[src/rtl/viterbi_stream_if.sv]
// rtl/viterbi_stream_if.sv - host-side stream bundle for viterbi_stream_top
//
// Purpose: groups the coded-word input, decoded-word output and status signals
// of viterbi_stream_top so the host and the decoder share one connection.
// Ports (signals):
//   dvalid_i, data_i[IN_W]  coded word strobe and payload (host -> decoder)
//   full_o                  input FIFO full (decoder -> host)
//   pause_i                 hold the serializer at the next word boundary
//   data_o[OUT_W], valid_o  decoded word at the output FIFO head
//   ready_i                 host accepts data_o
//   in_drop_o, out_drop_o   saturating drop counters
//   idle_o                  nothing buffered anywhere in the wrapper
// Modports: master = host side, slave = decoder side.
interface viterbi_stream_if #(
  parameter int IN_W  = 16,
  parameter int OUT_W = 8,
  parameter int CNT_W = 8
);
  logic             dvalid_i;
  logic [IN_W-1:0]  data_i;
  logic             full_o;
  logic             pause_i;
  logic [OUT_W-1:0] data_o;
  logic             valid_o;
  logic             ready_i;
  logic [CNT_W-1:0] in_drop_o;
  logic [CNT_W-1:0] out_drop_o;
  logic             idle_o;

  modport master (
    output dvalid_i, data_i, pause_i, ready_i,
    input  full_o, data_o, valid_o, in_drop_o, out_drop_o, idle_o
  );

  modport slave (
    input  dvalid_i, data_i, pause_i, ready_i,
    output full_o, data_o, valid_o, in_drop_o, out_drop_o, idle_o
  );
endinterface

[src/rtl/viterbi_stream_top.sv]
// rtl/viterbi_stream_top.sv - streaming wrapper around a K=3 (7,5) Viterbi decoder
//
// viterbi_core: hard-decision register-exchange decoder for the rate-1/2, K=3
//   code with generators 7 (g0, symbol MSB) and 5 (g1, symbol LSB).
//   Ports: clk, rst_n (async, active-low), valid_i/symbol_i[2] in,
//   valid_serial_o/data_serial_o out. Bit n is released with symbol n+TBL+1.
// viterbi_stream_top: input word FIFO -> gap-free symbol serializer -> core ->
//   MSB-first bit packer -> first-word-fall-through output FIFO.
//   Ports: clk, rst (async, active-high), bus (viterbi_stream_if.slave).
module viterbi_core #(
  parameter int TBL      = 15,
  parameter int PM_WIDTH = 8
) (
  input  logic       clk,
  input  logic       rst_n,
  input  logic       valid_i,
  input  logic [1:0] symbol_i,
  output logic       valid_serial_o,
  output logic       data_serial_o
);
  localparam int L  = TBL + 1;
  localparam int SW = $clog2(L + 1);

  logic [PM_WIDTH-1:0] pm_q [4];
  logic [PM_WIDTH-1:0] pm_d [4];
  logic [PM_WIDTH-1:0] cost_d [4];
  logic [L-1:0]        path_q [4];
  logic [L-1:0]        path_d [4];
  logic [SW-1:0]       seen_q;
  logic [1:0]          best, ns, pa, pb;
  logic [PM_WIDTH-1:0] ca, cb, min_cost;
  logic                valid_q, bit_q;

  // Hamming distance between the received symbol and the branch output
  // leaving state p={newest,oldest} on input bit b.
  function automatic logic [1:0] branch_metric(input logic [1:0] p, input logic b,
                                               input logic [1:0] sym);
    logic g0, g1;
    g0 = b ^ p[1] ^ p[0];
    g1 = b ^ p[0];
    return {1'b0, g0 ^ sym[1]} + {1'b0, g1 ^ sym[0]};
  endfunction

  always_comb begin
    best     = 2'd0;
    ns       = 2'd0;
    pa       = 2'd0;
    pb       = 2'd0;
    ca       = '0;
    cb       = '0;
    for (int s = 1; s < 4; s++)
      if (pm_q[s] < pm_q[best]) best = 2'(s);
    // State {b, x} is reached from {x,0} or {x,1} with input bit b.
    for (int s = 0; s < 4; s++) begin
      ns = 2'(s);
      pa = {ns[0], 1'b0};
      pb = {ns[0], 1'b1};
      ca = pm_q[pa] + PM_WIDTH'(branch_metric(pa, ns[1], symbol_i));
      cb = pm_q[pb] + PM_WIDTH'(branch_metric(pb, ns[1], symbol_i));
      if (cb < ca) begin
        cost_d[s] = cb;
        path_d[s] = {path_q[pb][L-2:0], ns[1]};
      end else begin
        cost_d[s] = ca;
        path_d[s] = {path_q[pa][L-2:0], ns[1]};
      end
    end
    // Renormalise so the best metric is always zero and nothing overflows.
    min_cost = cost_d[0];
    for (int s = 1; s < 4; s++)
      if (cost_d[s] < min_cost) min_cost = cost_d[s];
    for (int s = 0; s < 4; s++)
      pm_d[s] = cost_d[s] - min_cost;
  end

  always_ff @(posedge clk or negedge rst_n) begin
    if (!rst_n) begin
      // Encoder starts in state 0; other states get a head-start penalty.
      for (int s = 0; s < 4; s++) begin
        pm_q[s]   <= (s == 0) ? '0 : PM_WIDTH'(4);
        path_q[s] <= '0;
      end
      seen_q  <= '0;
      valid_q <= 1'b0;
      bit_q   <= 1'b0;
    end else begin
      // Oldest bit of the best survivor leaves once the window is full.
      valid_q <= valid_i && (seen_q == SW'(L));
      bit_q   <= path_q[best][L-1];
      if (valid_i) begin
        for (int s = 0; s < 4; s++) begin
          pm_q[s]   <= pm_d[s];
          path_q[s] <= path_d[s];
        end
        if (seen_q != SW'(L)) seen_q <= seen_q + SW'(1);
      end
    end
  end

  assign valid_serial_o = valid_q;
  assign data_serial_o  = bit_q;
endmodule

module viterbi_stream_top #(
  parameter int IN_W        = 16,
  parameter int OUT_W       = 8,
  parameter int IFIFO_DEPTH = 16,
  parameter int OFIFO_DEPTH = 8,
  parameter int TBL         = 15,
  parameter int PM_WIDTH    = 8,
  parameter int CNT_W       = 8
) (
  input logic             clk,
  input logic             rst,
  viterbi_stream_if.slave bus
);
  localparam int IA   = $clog2(IFIFO_DEPTH);
  localparam int OA   = $clog2(OFIFO_DEPTH);
  localparam int NSYM = IN_W / 2;
  localparam int SCW  = $clog2(NSYM);
  localparam int PCW  = $clog2(OUT_W);

  typedef enum logic {S_EMPTY = 1'b0, S_SHIFT = 1'b1} ser_state_e;

  logic [IN_W-1:0]  imem [IFIFO_DEPTH];
  logic [OUT_W-1:0] omem [OFIFO_DEPTH];
  logic [IA:0]      iwr_q, ird_q;
  logic [OA:0]      owr_q, ord_q;
  ser_state_e       state_q, state_d;
  logic [IN_W-1:0]  sreg_q, sreg_d;
  logic [SCW-1:0]   scnt_q, scnt_d;
  logic [OUT_W-1:0] pk_q, pk_word;
  logic [PCW-1:0]   pcnt_q;
  logic [CNT_W-1:0] in_drop_q, out_drop_q;
  logic ifull, iempty, ipush, ipop, idrop, can_load;
  logic ofull, oempty, opush, opop, oaccept, odrop;
  logic core_valid, dec_valid, dec_bit;
  logic [1:0] core_sym;

  // Extra wrap bit on each pointer: equal = empty, only MSB differs = full.
  assign ifull    = (iwr_q[IA] != ird_q[IA]) && (iwr_q[IA-1:0] == ird_q[IA-1:0]);
  assign iempty   = (iwr_q == ird_q);
  assign ipush    = bus.dvalid_i && !ifull;
  assign idrop    = bus.dvalid_i && ifull;
  assign can_load = !iempty && !bus.pause_i;

  always_ff @(posedge clk) begin
    if (ipush) imem[iwr_q[IA-1:0]] <= bus.data_i;
  end

  always_comb begin
    state_d = state_q;
    sreg_d  = sreg_q;
    scnt_d  = scnt_q;
    ipop    = 1'b0;
    case (state_q)
      S_EMPTY: begin
        if (can_load) begin
          ipop    = 1'b1;
          sreg_d  = imem[ird_q[IA-1:0]];
          scnt_d  = '0;
          state_d = S_SHIFT;
        end
      end
      S_SHIFT: begin
        if (scnt_q == SCW'(NSYM - 1)) begin
          // Reload on the last symbol so back-to-back words leave no bubble.
          if (can_load) begin
            ipop   = 1'b1;
            sreg_d = imem[ird_q[IA-1:0]];
            scnt_d = '0;
          end else begin
            state_d = S_EMPTY;
          end
        end else begin
          sreg_d = sreg_q << 2;
          scnt_d = scnt_q + SCW'(1);
        end
      end
      default: state_d = S_EMPTY;
    endcase
  end

  assign core_valid = (state_q == S_SHIFT);
  assign core_sym   = sreg_q[IN_W-1 -: 2];

  viterbi_core #(.TBL(TBL), .PM_WIDTH(PM_WIDTH)) u_core (
    .clk            (clk),
    .rst_n          (~rst),
    .valid_i        (core_valid),
    .symbol_i       (core_sym),
    .valid_serial_o (dec_valid),
    .data_serial_o  (dec_bit)
  );

  // Shift-left packer: after OUT_W bits the first one sits in the MSB.
  assign pk_word = {pk_q[OUT_W-2:0], dec_bit};
  assign opush   = dec_valid && (pcnt_q == PCW'(OUT_W - 1));

  assign ofull   = (owr_q[OA] != ord_q[OA]) && (owr_q[OA-1:0] == ord_q[OA-1:0]);
  assign oempty  = (owr_q == ord_q);
  assign opop    = !oempty && bus.ready_i;
  assign oaccept = opush && (!ofull || opop);
  assign odrop   = opush && !oaccept;

  always_ff @(posedge clk) begin
    if (oaccept) omem[owr_q[OA-1:0]] <= pk_word;
  end

  always_ff @(posedge clk or posedge rst) begin
    if (rst) begin
      state_q    <= S_EMPTY;
      sreg_q     <= '0;
      scnt_q     <= '0;
      iwr_q      <= '0;
      ird_q      <= '0;
      owr_q      <= '0;
      ord_q      <= '0;
      pk_q       <= '0;
      pcnt_q     <= '0;
      in_drop_q  <= '0;
      out_drop_q <= '0;
    end else begin
      state_q <= state_d;
      sreg_q  <= sreg_d;
      scnt_q  <= scnt_d;
      if (ipush)   iwr_q <= iwr_q + (IA+1)'(1);
      if (ipop)    ird_q <= ird_q + (IA+1)'(1);
      if (oaccept) owr_q <= owr_q + (OA+1)'(1);
      if (opop)    ord_q <= ord_q + (OA+1)'(1);
      if (dec_valid) begin
        if (opush) begin
          pk_q   <= '0;
          pcnt_q <= '0;
        end else begin
          pk_q   <= pk_word;
          pcnt_q <= pcnt_q + PCW'(1);
        end
      end
      if (idrop && (in_drop_q != '1))  in_drop_q  <= in_drop_q + CNT_W'(1);
      if (odrop && (out_drop_q != '1)) out_drop_q <= out_drop_q + CNT_W'(1);
    end
  end

  assign bus.full_o     = ifull;
  assign bus.valid_o    = !oempty;
  assign bus.data_o     = oempty ? '0 : omem[ord_q[OA-1:0]];
  assign bus.in_drop_o  = in_drop_q;
  assign bus.out_drop_o = out_drop_q;
  assign bus.idle_o     = iempty && (state_q == S_EMPTY) && (pcnt_q == '0) && oempty;
endmodule

[src/flat_wrapper.sv]
// flat-port wrapper written by rule: the top's interface ports become plain ports
module viterbi_stream_top_flat 
#(
  parameter int IN_W        = 16,
  parameter int OUT_W       = 8,
  parameter int IFIFO_DEPTH = 16,
  parameter int OFIFO_DEPTH = 8,
  parameter int TBL         = 15,
  parameter int PM_WIDTH    = 8,
  parameter int CNT_W       = 8
)
  (clk, rst, bus_dvalid_i, bus_data_i, bus_pause_i, bus_ready_i, bus_full_o, bus_data_o, bus_valid_o, bus_in_drop_o, bus_out_drop_o, bus_idle_o);
  viterbi_stream_if #(.IN_W(IN_W), .OUT_W(OUT_W), .CNT_W(CNT_W)) bus_i ();
  input logic clk;
  input logic rst;
  input wire logic [$bits(bus_i.dvalid_i)-1:0] bus_dvalid_i;
  input wire logic [$bits(bus_i.data_i)-1:0] bus_data_i;
  input wire logic [$bits(bus_i.pause_i)-1:0] bus_pause_i;
  input wire logic [$bits(bus_i.ready_i)-1:0] bus_ready_i;
  output wire logic [$bits(bus_i.full_o)-1:0] bus_full_o;
  output wire logic [$bits(bus_i.data_o)-1:0] bus_data_o;
  output wire logic [$bits(bus_i.valid_o)-1:0] bus_valid_o;
  output wire logic [$bits(bus_i.in_drop_o)-1:0] bus_in_drop_o;
  output wire logic [$bits(bus_i.out_drop_o)-1:0] bus_out_drop_o;
  output wire logic [$bits(bus_i.idle_o)-1:0] bus_idle_o;
  assign bus_i.dvalid_i = bus_dvalid_i;
  assign bus_i.data_i = bus_data_i;
  assign bus_i.pause_i = bus_pause_i;
  assign bus_i.ready_i = bus_ready_i;
  assign bus_full_o = bus_i.full_o;
  assign bus_data_o = bus_i.data_o;
  assign bus_valid_o = bus_i.valid_o;
  assign bus_in_drop_o = bus_i.in_drop_o;
  assign bus_out_drop_o = bus_i.out_drop_o;
  assign bus_idle_o = bus_i.idle_o;
  viterbi_stream_top #(.IN_W(IN_W), .OUT_W(OUT_W), .IFIFO_DEPTH(IFIFO_DEPTH), .OFIFO_DEPTH(OFIFO_DEPTH), .TBL(TBL), .PM_WIDTH(PM_WIDTH), .CNT_W(CNT_W)) u_core (.clk(clk), .rst(rst), .bus(bus_i));
endmodule
[config.mk]
export PLATFORM = sky130hd
export DESIGN_NAME = viterbi_stream_top_flat
export DESIGN_NICKNAME = d
export VERILOG_FILES = /design/src/rtl/viterbi_stream_if.sv /design/src/rtl/viterbi_stream_top.sv /design/src/flat_wrapper.sv
export SDC_FILE = /design/constraint.sdc
export NUM_CORES = 1
export LEC_CHECK = 0
export ABC_AREA = 1
export BUFFER_PORTS_ARGS = -buffer_cell sky130_fd_sc_hd__buf_2
export CELL_PAD_IN_SITES_DETAIL_PLACEMENT = 1
export CELL_PAD_IN_SITES_GLOBAL_PLACEMENT = 1
export CORE_MARGIN = 5
export CORE_UTILIZATION = 40
export DETAILED_ROUTE_END_ITERATION = 7
export PLACE_DENSITY_LB_ADDON = 0.1
export SYNTH_ARGS = -nofsm -noshare
export SYNTH_HDL_FRONTEND = slang
export SYNTH_SLANG_ARGS = --single-unit
[constraint.sdc]
create_clock -name clk -period 12.25 [get_ports clk]
set_input_delay 1.225 -clock clk [delete_from_list [all_inputs] [get_ports clk]]
set_output_delay 1.225 -clock clk [all_outputs]
set_load 0.01 [all_outputs]
==> metrics.md, run 1 <==
| Metric | Value |
|---|---|
| RD Place Congestion | `0.887` |
| Hold path start | `u_core.u_core.seen_q[4]$_DFFE_PP0P_` |
| Slew HR | `15.3%` |
| Most frequent cells in the layout | `457 x nand2_1, 358 x o21ai_0, 320 x edfxtp_1` |
| Max cap viols | `0` |
| Routed Antenna Nets | `0` |
| Worst r2r dst | `u_core.u_core.pm_q[15]$_DFFE_PP0P_` |
| WL/cell | `21.8 um` |
| Ys flop type | `edfxtp_1` |
| Share of layout cells above drive strength 1 | `9.28%` |
| Async set-reset flop share out of synthesis | `33.6%` |
| Clk Tree Root Cell | `clkbuf_16` |
| Clk_lat worst skew | `0.62 ns` |
| Final hold vios | `0` |
| Worst r2r path cells | `41` |
| Place WS | `1.13 ns` |
| H-tree levels | `2` |
| RSZ-0062 raised after global routing | `no` |
| Most common cell on crit path | `ha_1` |
| Area grow syn2layout | `12.0%` |
| Outcome | `finished, final reports clean` |
| Initial antenna violation count | `1` |
| Crit-path slowest cell | `o21ai_0` |
| # hold bufs at CTS | `0` |
| Final setup viols | `0` |
| Seq/Total Area, Yosys | `55.4%` |
| Global route overflow | `0` |
| CTS resizes | `0` |
| Crit share post-route | `91.8%` |
| # nets final | `2760` |
| Chip width | `258 um` |
| CP Launch Point | `u_core.sreg_q[15]$_DFF_PP0_` |
| Drt first pass iters | `5` |
| Setup_tns | `0 ns` |
| Yosys cell types | `54` |
| Maximum clock insertion buffer count | `3` |
| Die Footprint | `66700 um2` |
| Crit end category | `flip-flop` |
| DP Wirelength | `50.4 mm` |
| Actual slew at the worst max-slew pin | `1.26 ns` |
| Reg2reg setup slack | `1.01 ns` |
| Setup Crit Path Kind | `reg -> reg` |
| DRC | `0` |
| Crit start category | `flip-flop` |
| Hold path depth | `1` |
| Synth Warn # | `0` |
| Initial core utilization | `40.2%` |
| Syn Nets | `2734` |
| Die Y | `258 um` |
| RR Startpoint | `u_core.sreg_q[15]$_DFF_PP0_` |
| Hold path endpoint | `u_core.u_core.seen_q[4]$_DFFE_PP0P_` |
| Final setup margin | `1.01 ns` |
| CTS tree | `yes` |
| TritonCTS Buffers | `54` |
| PortBufs | `47` |
| CP arrival | `11.71 ns` |
| Max Clock Skew | `0.0520 ns` |
| Synthesized cell area | `24700 um2` |
| Maximum clock frequency | `89.0 MHz` |
| Vias in the first global route | `20000` |
| Min-Delay Path Class | `reg -> reg` |
| Clock-pin slew of the registers on the worst-case setup and hold paths | `0.06 ns` |
| Num rows | `91` |
| Antenna diode count | `0` |
| CP required | `12.72 ns` |
| Total number of vias | `19000` |
| Mean post-synth cell area | `9.48 um2` |
| Post-synth EDFFs | `320` |
| Via/cell ratio | `5.50` |
| Post-CTS setup buffer count | `0` |
| Fin. max-slew vios | `0` |
| First-pass GRT wire length | `118 mm` |
| Most common cell after layout, fill and taps aside | `nand2_1` |
| Initial drt markers | `1146` |
| CTS sink cnt | `482` |
| DRT Wirelength | `75.5 mm` |
| #FFs+latches synth | `482` |
| CP max FO | `22` |
| Post-Syn Instances | `2602` |
| Final min period | `11.24 ns` |
| Slowest Stage Delay on Critical Path | `0.91 ns` |
| Largest net degree at the start of global routing | `103` |
| I/O pin cnt | `48` |
| Final core occ | `45.0%` |
| GRT Util Overall | `22.4%` |
| Core area | `61400 um2` |
-- per-stage QoR --
step	hold WS, ns	std cells	instance area (um2)
floorplan	0.437	2602	24700
global placement	0.450	3362	25700
detailed placement	0.463	3362	25700
CTS	0.477	3463	27600
global route	0.495	3463	27600
finish	0.476	3463	27600
-- layout make-up --
type / count / area, um2
clock inverter: 28 / 430
multi-input combinational: 1776 / 9700
inverter: 234 / 887
fill: 6922 / 33700
clock buffer: 73 / 1460
sequential: 482 / 13700
timing repair buffer: 80 / 483
tap: 790 / 988
-- registers in the layout (all words and copies together), names as in the netlist, 5 cells and up --
| register | cells |
|---|---|
| u_core.u_core.pm_q | 32 |
| u_core.omem | 64 |
| u_core.pk_q | 7 |
| u_core.bus.out_drop_o | 8 |
| u_core.bus.in_drop_o | 8 |
| u_core.sreg_q | 16 |
| u_core.u_core.seen_q | 5 |
| u_core.iwr_q | 5 |
| u_core.ird_q | 5 |
| u_core.u_core.path_q | 59 |
| u_core.imem | 256 |
-- worst max-delay path: cells and delay by family (launching register included) --
family	cells	cell delay, ns
buf+inv	5	1.10
compound gates	12	4.51
flops	1	0.45
simple gates	16	2.36
fa+ha+maj	7	2.31
xor+xnor	1	0.34
-- layer usage --
metal,part of all wire (%),track usage [%]
met5,0.017,0
met1,48,31.8
met4,1.7,4.41
met3,3.2,2.40
met2,47,37.9
-- synthesized netlist by cell type, types with 2 or more instances --
cell type	count	share of area, %
inv_2	9	0.14
nand2_4	9	0.41
xor2_1	76	2.7
or2_1	5	0.13
a21boi_1	3	0.091
a31oi_1	12	0.30
nor2_2	2	0.051
a221oi_1	2	0.071
dfstp_2	3	0.32
ha_1	111	5.6
and2_1	3	0.076
or2_2	6	0.15
o211ai_1	8	0.24
clkbuf_1	98	1.5
nor3_1	10	0.20
nor2_1	292	4.4
nand2_1	457	7.0
o21bai_1	7	0.21
edfxtp_1	320	39
dfrtp_1	159	16
o221ai_1	28	0.99
xnor2_1	12	0.43
inv_1	217	3.3
o21ai_1	9	0.18
o22ai_1	65	1.6
nand3_1	149	3.0
o21ai_0	358	7.3
a211oi_1	4	0.12
nand4_1	19	0.48
a41oi_1	14	0.50
clkinv_1	8	0.12
nand2_2	26	0.66
buf_1	3	0.046
a22o_1	2	0.071
buf_2	6	0.12
o21a_1	5	0.15
a21oi_1	66	1.3
nand3_2	3	0.12
-- worst max-delay path by stage --
stage | cells past startpoint | end
2_1_floorplan | 53 | u_core.u_core.pm_q[4]$_DFFE_PP0P_
3_3_place_gp | 45 | u_core.u_core.pm_q[4]$_DFFE_PP0P_
3_5_place_dp | 42 | u_core.u_core.pm_q[31]$_DFFE_PP0P_
4_1_cts | 41 | u_core.u_core.pm_q[15]$_DFFE_PP0P_
5_1_grt | 45 | u_core.u_core.pm_q[4]$_DFFE_PP0P_
6_report | 41 | u_core.u_core.pm_q[15]$_DFFE_PP0P_
-- logic make-up (layout without fill, tap and decap cells) --
group,after synthesis,in the layout,synth area share (%)
AOI/OAI and AO/OA,589,589,13.5
xor gates and xnor gates,88,88,3.13
adders and majority gates,112,112,5.68
buffers and inverters,344,415,5.41
DFF,482,482,55.4
muxes,1,1,0.0457
and+or+nand+nor,986,986,16.9
Power of run 1 is not shown: default switching activity piles up to over one toggle a cycle in this logic, so the estimate is an artifact.
==> run 2: changes to the inputs <==
Settings changed: CORE_UTILIZATION 40 to 50, RECOVER_POWER set to 100, SETUP_SLACK_MARGIN set to 0.5.
==> metrics.md, run 2 (synthesized netlist as in run 1, its figures left out) <==
| Metric | Value |
|---|---|
| Routed Antenna Nets | `0 (unchanged)` |
| Share of layout cells above drive strength 1 | `6.43% (-2.9 points)` |
| Die Footprint | `53900 um2 (-19%)` |
| Largest register FFs | `256 (unchanged)` |
| Vias in the first global route | `20600 (+3.3%)` |
| Hold path start | `u_core.u_core.seen_q[4]$_DFFE_PP0P_` |
| CP required | `12.64 ns (-0.08 ns)` |
| First-pass GRT wire length | `116 mm (-1.9%)` |
| Crit start category | `flip-flop` |
| Violated checks | `capacitance limit, slew limit` |
| H-tree levels | `2 (unchanged)` |
| Largest net degree at the start of global routing | `89 (-14%)` |
| Worst r2r dst | `u_core.u_core.pm_q[4]$_DFFE_PP0P_` |
| CTS sink cnt | `482 (unchanged)` |
| RD Place Congestion | `0.908 (+2.4%)` |
| Final min period | `10.97 ns (-0.270 ns)` |
| Clock-pin slew of the registers on the worst-case setup and hold paths | `0.07 ns (about the same)` |
| Actual slew at the worst max-slew pin | `3.25 ns (+1.99 ns)` |
| RSZ-0062 raised after global routing | `no` |
| Die Y | `232 um (-10%)` |
| Outcome | `finished, violations left` |
| Num rows | `81 (-11%)` |
| Initial drt markers | `1460 (+27%)` |
| Worst r2r path cells | `46 (+12%)` |
| Min-Delay Path Class | `reg -> reg` |
| PortBufs | `47 (unchanged)` |
| Setup Crit Path Kind | `reg -> reg` |
| CTS tree | `yes` |
| CTS resizes | `0 (unchanged)` |
| Setup_tns | `0 ns (unchanged)` |
| Drt first pass iters | `5 (unchanged)` |
| Max Clock Skew | `0.0149 ns (-0.0371 ns)` |
| Maximum clock insertion buffer count | `3 (unchanged)` |
| CP max FO | `22 (unchanged)` |
| CP Launch Point | `u_core.sreg_q[14]$_DFF_PP0_` |
| Fillers | `5522 (-20%)` |
| GRT Util Overall | `27.5% (+5.1 points)` |
| Maximum clock frequency | `91.1 MHz (+2.5%)` |
| Worst Path Buf+Inv | `6 (+1)` |
| Via/cell ratio | `5.86 (+6.7%)` |
| Total number of vias | `19600 (+2.9%)` |
| DRT Wirelength | `74.5 mm (-1.2%)` |
| Reg2reg setup slack | `1.28 ns (+0.27 ns)` |
| Initial core utilization | `50.5% (+10 points)` |
| Max cap viols | `10 (+10)` |
| Post-CTS setup buffer count | `0 (unchanged)` |
| Capture point of the worst path | `u_core.u_core.pm_q[4]$_DFFE_PP0P_` |
| Most frequent cells in the layout | `459 x nand2_1, 360 x o21ai_0, 320 x edfxtp_1` |
| I/O pin cnt | `48 (unchanged)` |
| TritonCTS Buffers | `51 (-5.6%)` |
| Slew HR | `-118% (-130 points)` |
| Most common cell after layout, fill and taps aside | `nand2_1` |
| Clk Tree Root Cell | `clkbuf_16` |
| DRC | `0 (unchanged)` |
| # nets final | `2765 (+0.18%)` |
| Area grow syn2layout | `10.4%` |
| Final hold vios | `0 (unchanged)` |
| Crit-path slowest cell | `inv_1` |
| Initial antenna violation count | `7 (+6)` |
| RR Startpoint | `u_core.sreg_q[14]$_DFF_PP0_` |
| Hold path depth | `1 (unchanged)` |
| Global route overflow | `0 (unchanged)` |
| DP Wirelength | `49.4 mm (-2.0%)` |
| CP arrival | `11.37 ns (-0.34 ns)` |
| Fin. max-slew vios | `371 (+371)` |
| Chip width | `232 um (-10%)` |
| Core area | `48800 um2 (-20%)` |
| # hold bufs at CTS | `0 (unchanged)` |
| Clk_lat worst skew | `0.60 ns (-0.02 ns)` |
| Final setup viols | `0 (unchanged)` |
| Slowest Stage Delay on Critical Path | `0.65 ns (-0.26 ns)` |
| Cell family with most CP delay | `compound AO/OA/AOI/OAI gates` |
| Crit end category | `flip-flop` |
| WL/cell | `22.3 um (+2.4%)` |
| Critical path depth | `46 (+12%)` |
| Crit share post-route | `89.6% (-2.2 points)` |
run 2: cell types whose count changed in the layout (fill, tap and decap cells not counted), moves of 4 or more:
cell      previous run  this run
buf_4               33        16
clkinv_1            12        16
nor2_1             276       285
nor2_2              18         9
buf_2               47         4
clkbuf_1            16        78
run 2: how the worst min path moves through the flow:
stage	to	slack (ns)
finish	u_core.u_core.seen_q[4]$_DFFE_PP0P_	0.48
global route	u_core.u_core.path_q[0]$_DFFE_PP0P_	0.50
CTS	u_core.u_core.path_q[1]$_DFFE_PP0P_	0.49
detailed placement	u_core.u_core.path_q[1]$_DFFE_PP0P_	0.47
global placement	u_core.u_core.path_q[0]$_DFFE_PP0P_	0.45
floorplan	u_core.u_core.path_q[0]$_DFFE_PP0P_	0.44
run 2: per-layer routing:
layer  part of all wire (%)  up-vias  GRT usage (%)
met1                     42     9881           35.2
met3                    4.9      151           4.11
met5                  0.099        -              0
met4                    3.0       10           8.79
met2                     50      505           48.2
li1                       -     9042              -
run 2: layout make-up:
| cell class | count | area, um2 | share of cell area [%] |
|---|---|---|---|
| Antenna cell | 1 | 2.50 | 0.00919 |
| Tap cell | 664 | 831 | 3.05 |
| Multi-Input combinational cell | 1776 | 9670 | 35.5 |
| Clock inverter | 31 | 390 | 1.43 |
| Sequential cell | 482 | 13700 | 50.2 |
| Clock buffer | 65 | 1390 | 5.11 |
| Inverter | 234 | 881 | 3.23 |
| Timing Repair Buffer | 88 | 395 | 1.45 |
run 2: worst reg2reg max path, delay by kind of cell, from the launching register on:
family	cells	cell delay, ns
buf+inv	6	1.23
fa+ha+maj	9	2.52
compound gates	12	3.77
simple gates	18	2.55
xor+xnor	1	0.28
flops	1	0.44
run 2: per-stage QoR:
step                util (%)  cells  hold slack, ns  setup slack (ns)  instance area, um2
finish                  55.7   3341           0.478              1.28               27200
global route            55.7   3341           0.500             0.316               27200
CTS                     56.1   3340           0.486              1.51               27400
detailed placement      52.5   3244           0.467              1.51               25600
global placement        52.5   3244           0.450              1.93               25600
floorplan                  -   2602           0.437              3.31               24700
Power of run 2 is left out for the same reason.
==> run 3: changes to the inputs <==
Settings changed: ABC_CLOCK_PERIOD_IN_PS set to 12250, GPL_TIMING_DRIVEN set to 0, PLACE_DENSITY_LB_ADDON 0.1 to 0.12.
==> metrics.md, run 3 (synthesized netlist as in run 1, its figures left out) <==
| Metric | Value |
|---|---|
| Outcome | `finished, violations left` |
| Violated checks | `capacitance limit, slew limit` |
| Clk Tree Root Cell | `clkbuf_16` |
| Num rows | `81 (unchanged)` |
| Final hold vios | `0 (unchanged)` |
| Worst r2r path cells | `48 (+4.3%)` |
| Slowest Stage Delay on Critical Path | `0.97 ns (+0.32 ns)` |
| Die Footprint | `53900 um2 (unchanged)` |
| Hold path depth | `2 (+1)` |
| Slew HR | `-322% (-200 points)` |
| DP Wirelength | `59.0 mm (+19%)` |
| Via/cell ratio | `5.97 (+1.9%)` |
| Most common cell after layout, fill and taps aside | `nand2_1` |
| H-tree levels | `2 (unchanged)` |
| Area grow syn2layout | `11.8%` |
| Final setup viols | `0 (unchanged)` |
| CTS tree | `yes` |
| Most common cell on crit path | `ha_1` |
| Crit share post-route | `91.5% (+1.9 points)` |
| Antenna diode count | `0 (-1)` |
| DRT Wirelength | `82.1 mm (+10%)` |
| Actual slew at the worst max-slew pin | `6.33 ns (+3.08 ns)` |
| RD Place Congestion | `0.893 (-1.6%)` |
| WL/cell | `24.0 um (+7.4%)` |
| CP arrival | `11.73 ns (+0.36 ns)` |
| Clk_lat worst skew | `0.60 ns (about the same)` |
| Initial drt markers | `2021 (+38%)` |
| Multi-input gate area | `9660 um2 (about the same)` |
| Crit-path slowest cell | `o21ai_0` |
| Global route overflow | `0 (unchanged)` |
| Crit start category | `flip-flop` |
| Maximum clock frequency | `89.2 MHz (-2.1%)` |
| Max cap viols | `2 (-8)` |
| Die Y | `232 um (unchanged)` |
| CP required | `12.78 ns (+0.14 ns)` |
| Post-CTS setup buffer count | `0 (unchanged)` |
| Largest net degree at the start of global routing | `115 (+29%)` |
| CP max FO | `10 (-55%)` |
| Fillers | `5584 (+1.1%)` |
| Setup Crit Path Kind | `reg -> reg` |
| Routed Antenna Nets | `0 (unchanged)` |
| Fin. max-slew vios | `165 (-56%)` |
| Vias in the first global route | `21500 (+4.3%)` |
| CTS sink cnt | `482 (unchanged)` |
| # hold bufs at CTS | `0 (unchanged)` |
| Total number of vias | `20500 (+4.6%)` |
| # nets final | `2853 (+3.2%)` |
| Initial antenna violation count | `0 (-7)` |
| Core area | `48800 um2 (unchanged)` |
| I/O pin cnt | `48 (unchanged)` |
| Setup_tns | `0 ns (unchanged)` |
| RSZ-0062 raised after global routing | `no` |
| Crit end category | `flip-flop` |
| Share of layout cells above drive strength 1 | `5.79% (-0.64 points)` |
| Clock-pin slew of the registers on the worst-case setup and hold paths | `0.06 ns (about the same)` |
| GRT Util Overall | `30.3% (+2.8 points)` |
| Most frequent cells in the layout | `461 x nand2_1, 356 x o21ai_0, 320 x edfxtp_1` |
| Min-Delay Path Class | `reg -> reg` |
| Reg area | `13700 um2 (about the same)` |
| Final min period | `11.21 ns (+0.235 ns)` |
| Max Clock Skew | `0.0193 ns (+0.00440 ns)` |
| Chip width | `232 um (unchanged)` |
| Drt first pass iters | `5 (unchanged)` |
| DRC | `0 (unchanged)` |
| Initial core utilization | `50.5% (unchanged)` |
| Maximum clock insertion buffer count | `3 (unchanged)` |
| Largest register FFs | `256 (unchanged)` |
| TritonCTS Buffers | `52 (+2.0%)` |
| PortBufs | `47 (unchanged)` |
| First-pass GRT wire length | `126 mm (+9.1%)` |
run 3: layout make-up:
class	instances	area share [%]
sequential	482	49.6
tap	664	3.01
clock buffer	68	5.35
inverter	234	3.19
buffer	110	1.65
timing repair buffer	65	0.903
clock inverter	30	1.27
multi-input combinational	1776	35.0
run 3: per-stage QoR:
step	std cells	hold slack, ns	utilization [%]	cell area (um2)	setup slack, ns
after floorplan	2602	0.437	-	24700	3.31
after global placement	3313	0.451	52.7	25700	0.389
after detailed placement	3330	0.466	53.4	26100	0.219
after CTS	3428	0.483	57.1	27900	0.561
after global routing	3429	0.490	56.4	27600	0.312
final	3429	0.478	56.4	27600	1.04
run 3: final timing paths:
| check | from | endpoint | slack (ns) |
|---|---|---|---|
| max | u_core.sreg_q[14]$_DFF_PP0_ | u_core.u_core.pm_q[31]$_DFFE_PP0P_ | 1.04 |
| min | u_core.u_core.path_q[1]$_DFFE_PP0P_ | u_core.u_core.path_q[1]$_DFFE_PP0P_ | 0.48 |
| max reg2reg | u_core.sreg_q[14]$_DFF_PP0_ | u_core.u_core.pm_q[31]$_DFFE_PP0P_ | 1.04 |
| min reg2reg | u_core.u_core.path_q[1]$_DFFE_PP0P_ | u_core.u_core.path_q[1]$_DFFE_PP0P_ | 0.48 |
| max in group asynchronous | rst | u_core.u_core.path_q[13]$_DFFE_PP0P_ | 4.01 |
| min in group asynchronous | rst | u_core.sreg_q[13]$_DFF_PP0_ | 1.31 |
run 3: routing by layer:
layer	vias up	routed length (um)	global-route usage (%)
li1	9234	-	-
met1	10400	35700	41.5
met2	723	39300	51.1
met3	120	5260	4.32
met4	0	1840	7.74
met5	-	0	0
run 3: worst max-delay path: cells and delay by family, from the launching register on:
kind | cells | cell delay, ns
buffers and inverters | 10 | 1.56
adder cells (fa/ha/maj) | 8 | 2.64
XOR/XNOR | 1 | 0.19
flip-flops | 1 | 0.56
AND/OR/NAND/NOR | 16 | 1.80
AO/OA/AOI/OAI | 13 | 4.33
run 3: what timing repair did:
action | CTS | global route
endpoints found under the hold margin | 0 | 0
gates cloned | 0 | 0
pin swaps | 0 | 0
setup endpoints to repair | 7 | 29
gates resized for setup | 2 | 5
Power of run 3 is left out for the same reason.
